`src/rtl/noc_inject.sv`:
```
// noc_inject: network-interface injector feeding a mesh router local port.
// Serialises a packet request plus a payload word stream into head/body/tail
// flits on a single virtual channel. A flit is issued only when the router
// reports space on that VC.
// Optional feature: define NOC_INJECT_VC_RR_EN to pick the VC round-robin per
// packet. Without it, every packet rides VC 0.
module noc_inject #(
    parameter int DATA_W     = 64,
    parameter int VCH_N      = 2,
    parameter int VCHW       = 1,
    parameter int FIFO_DEPTH = 4,
    parameter int MY_X       = 0,
    parameter int MY_Y       = 0
) (
    input  logic              clk,
    input  logic              rst_,
    input  logic              req_valid,
    input  logic [3:0]        req_dst_x,
    input  logic [3:0]        req_dst_y,
    output logic              req_ready,
    input  logic              s_valid,
    input  logic [DATA_W-1:0] s_data,
    input  logic              s_last,
    output logic              s_ready,
    output logic [DATA_W+1:0] odata,
    output logic              ovalid,
    output logic [VCHW-1:0]   ovch,
    input  logic [VCH_N-1:0]  ordy,
    output logic              busy
);

    localparam int AW = $clog2(FIFO_DEPTH);

    localparam logic [1:0] ST_IDLE = 2'd0;
    localparam logic [1:0] ST_HEAD = 2'd1;
    localparam logic [1:0] ST_BODY = 2'd2;

    localparam logic [1:0] T_HEAD = 2'b01;
    localparam logic [1:0] T_BODY = 2'b10;
    localparam logic [1:0] T_TAIL = 2'b11;

    logic [1:0]        state;
    logic [3:0]        dst_x_q;
    logic [3:0]        dst_y_q;
    logic [VCHW-1:0]   vc_q;

    logic [DATA_W:0]   mem [FIFO_DEPTH];
    logic [AW-1:0]     wr_ptr;
    logic [AW-1:0]     rd_ptr;
    logic [AW:0]       count;
    logic [DATA_W:0]   fifo_head;
    logic              fifo_full;
    logic              fifo_empty;
    logic              push;
    logic              pop;
    logic              req_fire;
    logic              vc_rdy;
    logic [DATA_W-1:0] head_payload;

    assign fifo_full  = (count == (AW+1)'(FIFO_DEPTH));
    assign fifo_empty = (count == '0);
    assign fifo_head  = mem[rd_ptr];

    // Handshake outputs are held low while reset is asserted.
    assign s_ready   = rst_ && !fifo_full;
    assign req_ready = rst_ && (state == ST_IDLE);
    assign busy      = rst_ && (state != ST_IDLE);
    assign push      = s_valid && s_ready;
    assign req_fire  = req_valid && req_ready;
    assign vc_rdy    = ordy[vc_q];
    assign pop       = ovalid && (state == ST_BODY);

    // Flit assembly and issue: head from the latched request, bodies/tail from the FIFO.
    always_comb begin
        // NOTE: every output of this block gets a default first so no path leaves it unassigned, which would infer a latch.
        ovalid       = 1'b0;
        odata        = '0;
        ovch         = '0;
        head_payload = '0;
        head_payload[15:0] = {4'(MY_X), 4'(MY_Y), dst_x_q, dst_y_q};
        if (rst_) begin
            case (state)
                ST_HEAD: begin
                    ovalid = vc_rdy;
                    odata  = {T_HEAD, head_payload};
                    ovch   = vc_q;
                end
                ST_BODY: begin
                    ovalid = !fifo_empty && vc_rdy;
                    ovch   = vc_q;
                    if (!fifo_empty) begin
                        odata = {(fifo_head[DATA_W] ? T_TAIL : T_BODY), fifo_head[DATA_W-1:0]};
                    end
                end
                default: ;
            endcase
        end
    end

    // Payload storage write port.
    always_ff @(posedge clk) begin
        // NOTE: storage is deliberately not reset; the pointers and count alone decide which entries are valid.
        if (push) begin
            mem[wr_ptr] <= {s_last, s_data};
        end
    end

    // FIFO pointers and occupancy; pointers wrap naturally at the power-of-two depth.
    always_ff @(posedge clk) begin
        // NOTE: sequential state uses non-blocking assignments so every register samples pre-edge values.
        if (!rst_) begin
            wr_ptr <= '0;
            rd_ptr <= '0;
            count  <= '0;
        end else begin
            if (push) wr_ptr <= wr_ptr + 1'b1;
            if (pop)  rd_ptr <= rd_ptr + 1'b1;
            case ({push, pop})
                2'b10:   count <= count + 1'b1;
                2'b01:   count <= count - 1'b1;
                default: ;
            endcase
        end
    end

    // Packet FSM: accept request, send head, then drain payload until the tail.
    always_ff @(posedge clk) begin
        if (!rst_) begin
            state   <= ST_IDLE;
            dst_x_q <= '0;
            dst_y_q <= '0;
        end else begin
            case (state)
                ST_IDLE: begin
                    if (req_fire) begin
                        dst_x_q <= req_dst_x;
                        dst_y_q <= req_dst_y;
                        state   <= ST_HEAD;
                    end
                end
                ST_HEAD: begin
                    if (ovalid) state <= ST_BODY;
                end
                ST_BODY: begin
                    if (pop && fifo_head[DATA_W]) state <= ST_IDLE;
                end
                default: state <= ST_IDLE;
            endcase
        end
    end

`ifdef NOC_INJECT_VC_RR_EN
    logic [VCHW-1:0] rr_ptr;

    // Per-packet VC choice: take the pointer on acceptance, then advance it.
    always_ff @(posedge clk) begin
        if (!rst_) begin
            rr_ptr <= '0;
            vc_q   <= '0;
        end else if (req_fire) begin
            vc_q   <= rr_ptr;
            rr_ptr <= rr_ptr + 1'b1;
        end
    end
`else
    // All traffic rides VC 0, so the other ready bits are only sunk here.
    logic unused_ordy;
    assign vc_q        = '0;
    assign unused_ordy = ^ordy;
`endif

endmodule
```
`config.mk`:
```
export PLATFORM = sky130hd
export DESIGN_NAME = noc_inject
export DESIGN_NICKNAME = d
export VERILOG_FILES = /design/src/rtl/noc_inject.sv
export SDC_FILE = /design/constraint.sdc
export NUM_CORES = 1
export LEC_CHECK = 0
export CAP_MARGIN = 20
export CORE_MARGIN = 2
export CORE_UTILIZATION = 50
export DETAILED_ROUTE_END_ITERATION = 12
export HOLD_SLACK_MARGIN = 0.03
export PLACE_DENSITY = 0.74
export SLEW_MARGIN = 20
export SYNTH_ARGS = -nofsm -noshare
export SYNTH_HDL_FRONTEND = slang
export SYNTH_SLANG_ARGS = --single-unit
```
`constraint.sdc`:
```
create_clock -name clk -period 3.4 [get_ports clk]
set_input_delay 0.68 -clock clk [delete_from_list [all_inputs] [get_ports clk]]
set_output_delay 0.68 -clock clk [all_outputs]
set_load 0.02 [all_outputs]
```
Yosys cells after proc, flatten, opt, wreduce, memory -nomap -nowiden
Memory sizes are Yosys's and may differ from the RTL's. A register that Yosys moved wholly into a read port is not among the register bits.
Index checks and enable logic that the tools add are counted.
W data, S select, Z words.
- register bits after elaboration: 17
- bits in latches: 0
- bits in writable memories: 260
- memory bits (read-only): 0
- bits of input ports: 79
- output and inout port bits: 71
- memories: 1
- add/sub/neg operators: 4
- $mul: 0
- divide/modulo/power cells: 0
- magnitude comparators: 0
- equal/unequal tests: 8
- shift operators: 0
- multiplexer cells: 15
- bitwise operators: 0
- reduce and logical (&&, ||, !) cells: 16
- memory list (name ; depth ; bits a word ; read ports ; clocked after memory_dff ; wr ports ; RTL line ; text):
    mem ; 4 ; 65 ; 1 ; 1 ; 1 ; 47 ; logic [DATA_W:0] mem [FIFO_DEPTH];
- operator list (operator ; number):
    $mux W66 ; 2
    $pmux W66 S2 ; 1
    $mux W2 ; 5
    $logic_and A1 B1 Y1 ; 8
    $pmux W2 S3 ; 1
    $pmux W3 S2 ; 1
    $add A2 B1 Y2 const B ; 2
    $eq A2 B1 Y1 const B ; 2
    $eq A2 B2 Y1 const B ; 2
    $mux W1 ; 4
    $ne A2 B2 Y1 const B ; 2
    $reduce_bool A2 Y1 ; 2
    $add A3 B1 Y3 const B ; 1
    $eq A3 B3 Y1 const B ; 1
    $logic_not A3 Y1 ; 1
    $reduce_and A3 Y1 ; 1
    $sub A3 B1 Y3 const B ; 1
    $logic_not A1 Y1 ; 2
    $logic_not A2 Y1 ; 1
    $ne A2 B1 Y1 const B ; 1
    $pmux W1 S2 ; 1
    $reduce_and A2 Y1 ; 1

Depth between registers and ports, before layout
- depth after elaboration: 9
- mapped depth: 11
- mapped depth without buffers: 11

Least setup slack after synthesis
No wires, ideal clock.
- path kind: in2reg
- start: input port rst_
- end: memory mem[0][0] (netlist name) (enable)
- arrival time: 2.516 ns
- data required time: 2.970 ns
- setup slack: 0.454 ns
- stages: 2
- path buffers: 0
- cells stage by stage: o311a_1 -> and2_1
- cells in the longest elaborated chain, start to end: 4
- ends and longest elaborated chain (item ; RTL line ; text):
    from (decl) ; 16 ; input logic rst_,
    $logic_and A1 B1 Y1 ; 65 ; assign s_ready = rst_ && !fifo_full;
    $logic_and A1 B1 Y1 ; 68 ; assign push = s_valid && s_ready;
    $mux W1 ; 103 ; if (push) begin
    $mux W1 (not written as such) ; 104 ; mem[wr_ptr] <= {s_last, s_data};
    to (decl) ; 47 ;
Every way passes these cells.

Worst setup path in the final report
- start: input port rst_
- end: output port ovalid
- cells in the longest elaborated chain, start to end: 1
- ends and longest elaborated chain (item ; RTL line ; text):
    $mux W1 ; 81 ; if (rst_) begin
    to (decl) ; 26 ; output logic ovalid,
Every way passes these cells.

==> summary.md <==
| Metric | Value |
|---|---|
| Slew HR | 60.9% |
| Flip-flop and latch area | 8200 sq um |
| CTS Sinks | 279 |
| Arrival @ worst endpoint | 2.40 ns |
| Buffers on Ports | 147 |
| Row count | 53 |
| Initial antenna violation count | 1 |
| Clock Pin Slew Worst Setup and Hold Paths | 0.06 ns |
| DR vias/cell | 5.43 |
| Slowest library cell on the worst path | clkdlybuf4s50_1 |
| Global-route wire length before repair | 31500 um |
| Least-Margin Pin Slew | 0.586 ns |
| Crit share post-route | 90.5% |
| Post-synth EDFFs | 260 |
| Most common cell in the netlist | edfxtp_1 |
| Htree depth | 1 |
| FF+latch count, synth | 279 |
| Starting density of the core | 51.2% |
| Core Box Area | 21200 sq um |
| Status | finished, final reports clean |
| Fmax | 325 MHz |
| CTS Buf Count | 27 |
| Die Ht | 151 um |
| Syn. warnings | 0 |
| Cts-stage hold buffer count | 0 |
| Max Buffers Root-to-Sink | 3 |
| Top sig layer | met4 |
| Worst path required time | 2.72 ns |
| R2R setup slack | 0.64 ns |
| Routed wire length | 20300 um |
| Avg WL per Cell | 20.6 um |
| Root Buffer | clkbuf_16 |
| Hold crit path type | reg2reg |
| GR Overflow Total | 0 |
| Iteration-0 DRC Markers | 309 |
| Crit path kind | in2out |
| Synth Cell Area | 10800 sq um |
| CTS tree | done |
| Overall die width | 151 um |
| R2R depth | 11 |
| Top-level port count | 150 |
| Hpwl dp | 12000 um |
| Synth cell types | 35 |
| Hold Path Depth | 2 |
| RD Place Congestion | 0.746 |
| Setup TNS | 0 ns |
| RSZ-0062 raised after global routing | no |
| Met3 wire length | 1510 um |
| Number of fill cells in the layout | 1402 |
| Synthesized instance count | 529 |
| CP peak stage delay | 0.59 ns |
| Worst vdd ir | 410 uV |
| Avg Cell Area, Syn | 20.5 sq um |
| Wire length on met2 | 10200 um |
| Leading area contributor after synthesis | edfxtp_1 |
| Fraction of layout cells with a size suffix above 1 | 17.5% |
| CP Launch Type | primary input |
| FFs w/ async S/R, synth | 0% |
| Fin nets | 780 |
| Power per cell area | 527 nW/um^2 |
| Die ar. | 22800 sq um |
| Top cell type's share of synthesized area | 72.1% |
| Worst setup EP type | output pin |
| Synth cell count leaders | edfxtp_1 (260), and2_1 (68), mux4_2 (65), dfxtp_1 (19), clkbuf_1 (15) |
| Synth area leaders | edfxtp_1 (72%), mux4_2 (14%), and2_1 (3.9%), dfxtp_1 (3.5%), ha_1 (1.0%) |
| Most frequent CP cell | clkdlybuf4s50_1 |
| Met1 WL | 8170 um |
| Crit path cell chain | clkdlybuf4s50_1, buf_4, and3_1, o21a_1, clkdlybuf4s50_1 |
| # setup viols final | 0 |
| Layout area overhead | 26.4% |
| Vias in the first global route | 5791 |
| Detail Route Antenna Nets | 0 |
| Synth Flop Type | edfxtp_1 |
| Register area share after synthesis | 75.6% |
| Post-Route Utilization | 64.7% |
| Clock Skews | 0.0107 ns |
| DRC Markers | 0 |
| Synth Net Count | 618 |
| P_leak | 5.46 nW |
| Tot GR Track Use | 18.2% |
| Max-slew violation count | 0 |
| Drt first pass iters | 5 |
| Latest clock arrival within the worst-skew pair | 0.52 ns |
| Fin crit period | 3.08 ns |
| Multi-input gate area | 2480 sq um |
| Critical path peak fanout | 17 |
| Via count | 5354 |
| Largest net degree at the start of global routing | 59 |
| Max_cap viols | 0 |
| Final hold vios | 0 |
[kinds of logic after synthesis]
kind of cell | synth area share (%)
other | 0.0346
adder cells (fa/ha/maj) | 1.22
flip-flops | 75.6
XOR/XNOR | 0.404
AO/OA/AOI/OAI | 2.17
AND/OR/NAND/NOR | 5.34
buffers and inverters | 1.59
multiplexers | 13.6
[cells in the final DEF (no fill, tap or decap), drive strengths merged, types with 12 or more instances in the layout]
master / count
edfxtp: 260
clkdlybuf4s50: 82
and2: 68
mux4: 65
dlymetal6s2s: 58
clkbuf: 31
dfxtp: 19
nand2: 14
clkinv: 13
buf: 13
inv: 12
[final timing paths]
path | to | from
setup / recovery | ovalid | rst_
setup reg to reg | count[2] | state[0]
hold reg to reg | dst_y_q[3] | dst_y_q[3]
hold / removal | dst_y_q[3] | dst_y_q[3]
[sequential cells by signal, indices dropped and copies added, names as in the netlist, named ones only]
| name | count |
|---|---|
| count | 3 |
| dst_x_q | 4 |
| dst_y_q | 4 |
| mem | 260 |
| rd_ptr | 2 |
| state | 2 |
| wr_ptr | 2 |
[worst max-delay path, delay by kind of cell]
kind,cells,cell delay [ns]
compound gates,1,0.15
buf+inv,3,1.31
simple gates,1,0.25
[metal layers]
metal	vias to the layer above	global-route usage (%)
li1	2443	-
met3	27	5.03
met4	0	4.35
met2	163	31.1
met1	2721	23.4
met5	-	0
[report_power, final]
part           internal (W)  switching [W]
combinational      0.000247       0.000280
clock               0.00160        0.00119
sequential          0.00387      0.0000382
[through the flow]
| step | worst slack [ns] | cell area [sq um] | power, W | hold slack [ns] | instances |
|---|---|---|---|---|---|
| floorplan | 0.454 | 10800 | 0.00426 | 0.444 | 529 |
| global placement | 0.209 | 12700 | 0.00446 | 0.452 | 936 |
| detailed placement | 0.118 | 12700 | 0.00450 | 0.465 | 936 |
| CTS | 0.00627 | 13500 | 0.00728 | 0.475 | 985 |
| global route | 0.156 | 13700 | 0.00747 | 0.500 | 985 |
| finish | 0.321 | 13700 | 0.00722 | 0.473 | 986 |
[final cells by class]
type | instances | area share, %
Sequential cell | 279 | 59.9
Multi-Input combinational cell | 212 | 18.1
Timing Repair Buffer | 160 | 13.2
Clock buffer | 31 | 5.05
Tap cell | 275 | 2.51
Clock inverter | 17 | 0.978
Inverter | 11 | 0.302
Antenna cell | 1 | 0.0183
[timing repair]
action / in CTS / in global routing
pin swaps: 0 / 0
cloned: 0 / 0
gates resized for setup: 8 / 60
buffers inserted: 1 / 0
setup endpoints to repair: 65 / 58
No activity file was read; power rests on OpenSTA's default activity.
